[config.mk]
export PLATFORM = sky130hd
export DESIGN_NAME = jedro_1_shift_cmp_unit
export DESIGN_NICKNAME = d
export VERILOG_FILES = /design/src/rtl/jedro_1_shift_cmp_pkg.sv /design/src/rtl/jedro_1_barrel_shifter.sv /design/src/rtl/jedro_1_shift_cmp_unit.sv
export SDC_FILE = /design/constraint.sdc
export NUM_CORES = 1
export LEC_CHECK = 0
export ABC_AREA = 1
export CAP_MARGIN = 20
export CORE_MARGIN = 3
export CORE_UTILIZATION = 48
export CTS_BUF_LIST = sky130_fd_sc_hd__clkbuf_8
export CTS_CLUSTER_SIZE = 14
export DETAILED_ROUTE_END_ITERATION = 8
export HOLD_SLACK_MARGIN = 0.1
export PLACE_DENSITY = 0.89
export SYNTH_ARGS = -nofsm -noshare
export SYNTH_HDL_FRONTEND = slang
export SYNTH_SLANG_ARGS = --single-unit
[constraint.sdc]
create_clock -name clk_i -period 0.8 [get_ports clk_i]
set_input_delay 0.16 -clock clk_i [delete_from_list [all_inputs] [get_ports clk_i]]
set_output_delay 0.16 -clock clk_i [all_outputs]
set_load 0.1 [all_outputs]
[src/rtl/jedro_1_shift_cmp_pkg.sv]
`default_nettype none
// ============================================================================
// Module      : jedro_1_shift_cmp_pkg
// Description : Widths and op-code encodings shared by the jedro_1 shift/compare unit.
// Revision    : 1.0 - initial release
// ============================================================================
package jedro_1_shift_cmp_pkg;

  localparam int DATA_WIDTH  = 32;
  localparam int SHAMT_WIDTH = $clog2(DATA_WIDTH);

  localparam logic [2:0] OP_SLL  = 3'b000;
  localparam logic [2:0] OP_SRL  = 3'b001;
  localparam logic [2:0] OP_SRA  = 3'b010;
  localparam logic [2:0] OP_SLT  = 3'b011;
  localparam logic [2:0] OP_SLTU = 3'b100;

endpackage
`default_nettype wire

[src/rtl/jedro_1_barrel_shifter.sv]
`default_nettype none
// ============================================================================
// Module      : jedro_1_barrel_shifter
// Description : Log-depth right shifter (stages 1/2/4/8/16) with selectable fill bit.
// Revision    : 1.0 - initial release
// ============================================================================
module jedro_1_barrel_shifter
  import jedro_1_shift_cmp_pkg::*;
#(
  parameter int WIDTH = DATA_WIDTH,
  parameter int SHW   = SHAMT_WIDTH
) (
  input  logic [WIDTH-1:0] i_data,
  input  logic [SHW-1:0]   i_shamt,
  input  logic             i_fill,
  output logic [WIDTH-1:0] o_data
);

  logic [SHW:0][WIDTH-1:0] w_stage;

  assign w_stage[0] = i_data;

  // Stage s shifts by 2**s when shift-amount bit s is set.
  for (genvar s = 0; s < SHW; s++) begin : g_stage
    localparam int c_dist = 1 << s;
    assign w_stage[s+1] = i_shamt[s] ? {{c_dist{i_fill}}, w_stage[s][WIDTH-1:c_dist]}
                                     : w_stage[s];
  end

  assign o_data = w_stage[SHW];

endmodule
`default_nettype wire

[src/rtl/jedro_1_shift_cmp_unit.sv]
`default_nettype none
// ============================================================================
// Module      : jedro_1_shift_cmp_unit
// Description : Registered SLL/SRL/SRA/SLT unit; optional SLTU via JEDRO_1_SLTU_EN.
// Revision    : 1.0 - initial release
// ============================================================================
module jedro_1_shift_cmp_unit
  import jedro_1_shift_cmp_pkg::*;
(
  input  logic                  clk_i,
  input  logic                  rst_i,
  input  logic                  valid_i,
  input  logic [2:0]            op_i,
  input  logic [DATA_WIDTH-1:0] opa_i,
  input  logic [DATA_WIDTH-1:0] opb_i,
  output logic [DATA_WIDTH-1:0] res_o,
  output logic                  valid_o
);

  logic [DATA_WIDTH-1:0] w_opa_rev;
  logic [DATA_WIDTH-1:0] w_shift_in;
  logic [DATA_WIDTH-1:0] w_shift_out;
  logic [DATA_WIDTH-1:0] w_shift_rev;
  logic [DATA_WIDTH-1:0] w_result;
  logic                  w_is_sll;
  logic                  w_fill;
  logic                  w_lt;
  logic [DATA_WIDTH-1:0] r_res;
  logic                  r_valid;

  // Left shift is a right shift of the bit-reversed operand, reversed back.
  for (genvar i = 0; i < DATA_WIDTH; i++) begin : g_rev
    assign w_opa_rev[i]   = opa_i[DATA_WIDTH-1-i];
    assign w_shift_rev[i] = w_shift_out[DATA_WIDTH-1-i];
  end

  assign w_is_sll   = (op_i == OP_SLL);
  assign w_shift_in = w_is_sll ? w_opa_rev : opa_i;
  assign w_fill     = (op_i == OP_SRA) & opa_i[DATA_WIDTH-1];

  jedro_1_barrel_shifter #(
    .WIDTH (DATA_WIDTH),
    .SHW   (SHAMT_WIDTH)
  ) u_shifter (
    .i_data  (w_shift_in),
    .i_shamt (opb_i[SHAMT_WIDTH-1:0]),
    .i_fill  (w_fill),
    .o_data  (w_shift_out)
  );

  assign w_lt = $signed(opa_i) < $signed(opb_i);

`ifdef JEDRO_1_SLTU_EN
  logic w_ltu;
  assign w_ltu = opa_i < opb_i;
`endif

  always_comb begin
    w_result = '0;
    case (op_i)
      OP_SLL:  w_result = w_shift_rev;
      OP_SRL:  w_result = w_shift_out;
      OP_SRA:  w_result = w_shift_out;
      OP_SLT:  w_result = {{(DATA_WIDTH-1){1'b0}}, w_lt};
`ifdef JEDRO_1_SLTU_EN
      OP_SLTU: w_result = {{(DATA_WIDTH-1){1'b0}}, w_ltu};
`endif
      default: w_result = '0;
    endcase
  end

  always_ff @(posedge clk_i or posedge rst_i) begin
    if (rst_i) begin
      r_res   <= '0;
      r_valid <= 1'b0;
    end else begin
      r_valid <= valid_i;
      if (valid_i) begin
        r_res <= w_result;
      end
    end
  end

  assign res_o   = r_res;
  assign valid_o = r_valid;

endmodule
`default_nettype wire

==> run_results.csv, run 1 <==
group,metric,value,unit
placement,port_buffers,102,
placement,dp_cells,1063,
clock_tree,clock_sinks,33,
clock_tree,cts_buffers,5,
yosys,dominantRegCellSynth,"dfrtp_1",
timing,worst-ep-kind,"sequential cell input",
clock_tree,clock-root-buffer,"clkbuf_8",
yosys,ys_warn_count,0,
yosys,synth_edf_count,0,
grt,gr-total-overflow,684,
die,ioPinCount,103,
yosys,synth_area,0.004718,mm2
die,num_rows,35,
placement,place.gp.congestion,1.027,
yosys,synth_cells,815,
die,start_util,50.11,%
yosys,ys_seq_area_share,17.50,%
yosys,synthesis.nets,916,
grt,grt_max_degree,34,
clock_tree,cts_buffer_depth,2,
run_status,error,"[ERROR GRT-0232] Routing congestion too high. Check the congestion heatmap in the GUI.",
grt,grt_use_total,91.80,%
yosys,async_reset_ff_share,100.0,%
clock_tree,htree_levels,2,
yosys,synth_cell_types,28,
yosys,syn_area_per_cell,5.789,um2
placement,place_ws,-1.546,ns
die,die_height,105.1,um
die,die_w,105.1,um
run_status,status,"stopped before the end",
timing,grt_repair_worst_endpoint,"res_o[7]$_DFFE_PP0P_/D",
placement,dpl.hpwl,13490,um
clock_tree,cts_hold_buf,0,
run_status,outcome.stop_stage,"global routing (5_1_grt)",
yosys,synth_seq_cells,33,
[logic make-up after synthesis]
group	count (synthesis)	share of synthesized area, %
simple gates	623	61.76
buf+inv	104	9.732
flops	33	17.50
fa+ha+maj	31	8.221
compound gates	24	2.784
[routing by layer]
metal / GRT overflow / track usage [%]
met4: 220 / 108.7
met2: 453 / 115.2
met5: 0 / 22.38
met3: 6 / 68.00
met1: 5 / 85.76
[cells in the mapped netlist, types with 2 or more instances]
cell,instances,area (um2)
nand3_1,332,1662
nand2_1,249,934.7
inv_1,45,168.9
dfrtp_1,33,825.8
ha_1,31,387.9
buf_2,22,110.1
clkbuf_1,21,78.83
nand3_2,17,170.2
a21oi_1,15,75.07
nor2_1,9,33.78
nand2_2,8,50.05
buf_1,5,18.77
buf_6,4,45.04
o21ai_0,4,20.02
buf_4,3,22.52
clkinv_1,3,11.26
nand2_4,2,22.52
nor3_1,2,10.01
[timing repair]
item	in CTS
gates cloned	5
buffers inserted	10
gates resized for setup	289
setup endpoints to repair	65
pin swaps	74
[per-stage QoR]
stage	instance area (um2)	hold WS [ns]	util, %
2_1_floorplan	5295	0.09494	-
3_3_place_gp	7134	0.5434	75.77
3_5_place_dp	7134	0.5466	75.77
4_1_cts	8339	0.2327	88.57
==> run 2, diff against run 1 <==
CORE_UTILIZATION = 40   (was 48)
CTS_BUF_LIST = not set   (was sky130_fd_sc_hd__clkbuf_8)
CTS_CLUSTER_SIZE = not set   (was 14)
HOLD_SLACK_MARGIN = not set   (was 0.1)
PLACE_DENSITY = not set   (was 0.89)
PLACE_DENSITY_LB_ADDON = 0.15   (was not set)
clock period = 1.04 ns   (was 0.8 ns; I/O delays follow)
==> run 2 against run 1 <==
Net effect:
- synthesized area unchanged
- synthesized cell count unchanged
- the flow now finishes, with violations (negative setup slack)
==> run_results.csv, run 2 <==
group,metric,value,unit
run_status,status,"complete, but fails checks",
run_status,violations,"negative setup slack",
yosys,netlist_top_cells_area,"nand3_1 (35%), nand2_1 (20%), dfrtp_1 (18%)",
timing,min_period_over_period,178.0,%
finish,syn_to_final_growth,93.93,%
critical_path,critPathKind,"input pin to flop",
drt,wl_per_cell,21.95,um
clock_tree,cts_buffer_depth,2,
drt,drc,0,
die,die_height,114.6,um
timing,timing.fmax,540.2,MHz
finish,postLayoutCellArea,0.009150,mm2
yosys,dominantRegCellSynth,"dfrtp_1",
finish,final_util,79.79,%
yosys,yosysMostFrequentCell,"nand3_1",
critical_path,cp_cell_sequence,"buf_8, nor2_4, buf_6, buf_12, buf_16, nand3_1, nand3_2, nand3_1, nand3_1, nand3_1, nand3_2, nand3_1, nand2_1, nand2_1, nand2_1",
yosys,synthesis.nets,916,
grt,gr-total-overflow,0,
yosys,synth_common_cells,"nand3_1 (332), nand2_1 (249), inv_1 (45)",
timing,finalMaxSlewViolations,0,
critical_path,path_delay_family,"simple AND/OR/NAND/NOR gates",
placement,placed_cell_area,0.007088,mm2
drt,num_vias,7006,
critical_path,worst_ep_arrival_time,2.07,ns
critical_path,timing.rr.end,"res_o[2]",
power_and_ir_drop,power.static_leakage,4.248,nW
clock_tree,insertion_delay,0.28,ns
timing,rsz0062_at_grt,"true",
drt,dr.pass1.iters,6,
finish,n_fill_cell,774,
critical_path,critPathMaxStageDelay,0.16,ns
grt,grt_pass1_wl,34600,um
die,ioPinCount,103,
yosys,netlist.area_leader.share,35.22,%
yosys,synth_area,0.004718,mm2
placement,dpl.hpwl,14090,um
clock_tree,cts_buffers,5,
drt,vias_per_cell,6.300,
power_and_ir_drop,powerDensity,877.7,mW/mm2
timing,finalCriticalPeriod,1.851,ns
placement,dp_cells,1075,
drt,antenna_left,0,
clock_tree,clk_pin_slew_worst_paths,0.05,ns
hold_path,hold_class,"input pin to asynchronous set/reset pin",
finish,layout_commonest_cell,"nand3_2",
critical_path,ff2ff_setup_slack,0.25,ns
grt,antenna_found_initial,1,
die,die-area,0.01313,mm2
timing,finalClockSkew,0,ns
critical_path,slowest_stage,"buf_6",
timing,fin_ws,-0.8112,ns
grt,grt_max_degree,34,
yosys,async_reset_ff_share,100.0,%
timing,finalHoldViolCount,0,
critical_path,ff2ff_path_depth,3,
timing,tightest_slew,0.5160,ns
finish,final_cell_mix,"nand3_2 (203), nand2_1 (197), nand3_1 (117)",
die,die_w,114.6,um
placement,port_buffers,102,
die,num_rows,39,
critical_path,critical_path_required,1.26,ns
drt,wl,24410,um
yosys,ys_warn_count,0,
finish,drive_gt1_share,56.51,%
timing,fin_hold_ws,0.2767,ns
clock_tree,cts_hold_buf,0,
yosys,ys_seq_area_share,17.50,%
job,cap_violations,0,
grt,grt_use_total,33.03,%
grt,grt_pass1_vias,6797,
finish,largest_reg_flops,32,
yosys,synth_cell_types,28,
clock_tree,clock-root-buffer,"clkbuf_16",
placement,place.gp.congestion,0.9216,
critical_path,path_buf_inv,4,
finish,fin_nets,1068,
power_and_ir_drop,vdd_drop_max,1.016,mV
yosys,synth_cells,815,
die,start_util,41.15,%
timing,setup_viol,65,
placement,place_ws,-1.356,ns
yosys,synth_edf_count,0,
clock_tree,cts_tree,"done",
critical_path,cp-start-kind,"input pin",
finish,finalNonFillerCells,1112,
clock_tree,htree_levels,2,
clock_tree,clock_sinks,33,
timing,slew_headroom,65.60,%
drt,initialDrtViolationCount,892,
yosys,syn_area_per_cell,5.789,um2
critical_path,crit_top_cell,"nand3_1",
critical_path,worstPathMaxFanout,8,
power_and_ir_drop,p_total,8.031,mW
yosys,synth_seq_cells,33,
critical_path,reg2reg_from,"res_o[2]",
die,core_area,0.01147,mm2
yosys,netlist.top_cell.by_area,"nand3_1",
timing,setup_tns,-22.44,ns
critical_path,critPathCaptureType,"flop",
==> run 2: cell counts after synthesis <==
Identical to the previous run, type by type.
==> run 2: worst register-to-register path: stages, from the launching register on <==
cell and delay [ns]:
dfrtp_2 0.42, buf_4 0.14, nand2_1 0.05, nand2_1 0.06
==> run 2: kinds of logic (layout without fill, tap and decap cells) <==
family,after synthesis,after routing,share of synthesized area [%]
simple gates,623,623,61.76
buf+inv,104,257,9.732
flops,33,33,17.50
fa+ha+maj,31,31,8.221
compound gates,24,24,2.784
other cells,0,1,0
==> run 2: what timing repair did <==
| item | CTS | global route |
|---|---|---|
| endpoints found under the setup margin | 65 | 65 |
| resized for setup | 369 | 87 |
| setup buffers | 16 | 3 |
| pin swaps | 115 | 30 |
| cloned | 10 | 0 |
==> run 2: worst max path at each step <==
stage	cells after the start	slack, ns	end	from
floorplan	19	-0.52	res_o[0]	opb_i[3]
global placement	14	-1.31	res_o[0]	op_i[0]
detailed placement	14	-1.36	res_o[0]	op_i[0]
CTS	16	-0.57	res_o[0]	op_i[2]
global route	15	-0.87	res_o[30]	op_i[0]
finish	15	-0.81	res_o[30]	op_i[0]
==> run 2: routing by layer <==
metal / up-vias / track usage, % / wire (um) / share of wire, %
met2: 505 / 54.37 / 11400 / 47
met3: 163 / 6.131 / 2291 / 9.4
li1: 3087 / - / - / -
met4: 0 / 14.57 / 1505 / 6.2
met5: - / 0 / 0 / 0
met1: 3251 / 41.95 / 9208 / 38
==> run 2: power breakdown <==
group          leakage [nW]  internal [mW]  switching, mW  total, mW
sequential            0.391           1.43          0.142       1.57
clock                0.0652          0.889          0.515       1.40
combinational          3.79           1.92           3.14       5.06
total                  4.25           4.23           3.80       8.03
==> run 2: area by class of cell <==
type	instances	area (um2)	share of cell area [%]
Multi-Input combinational cell	678	5299	57.91
Timing Repair Buffer	200	2467	26.97
Antenna cell	1	2.502	0.02735
Clock buffer	8	136.4	1.490
Inverter	49	198.9	2.174
Tap cell	143	178.9	1.955
Sequential cell	33	867.1	9.476
Power figures use the tool's default switching activity.
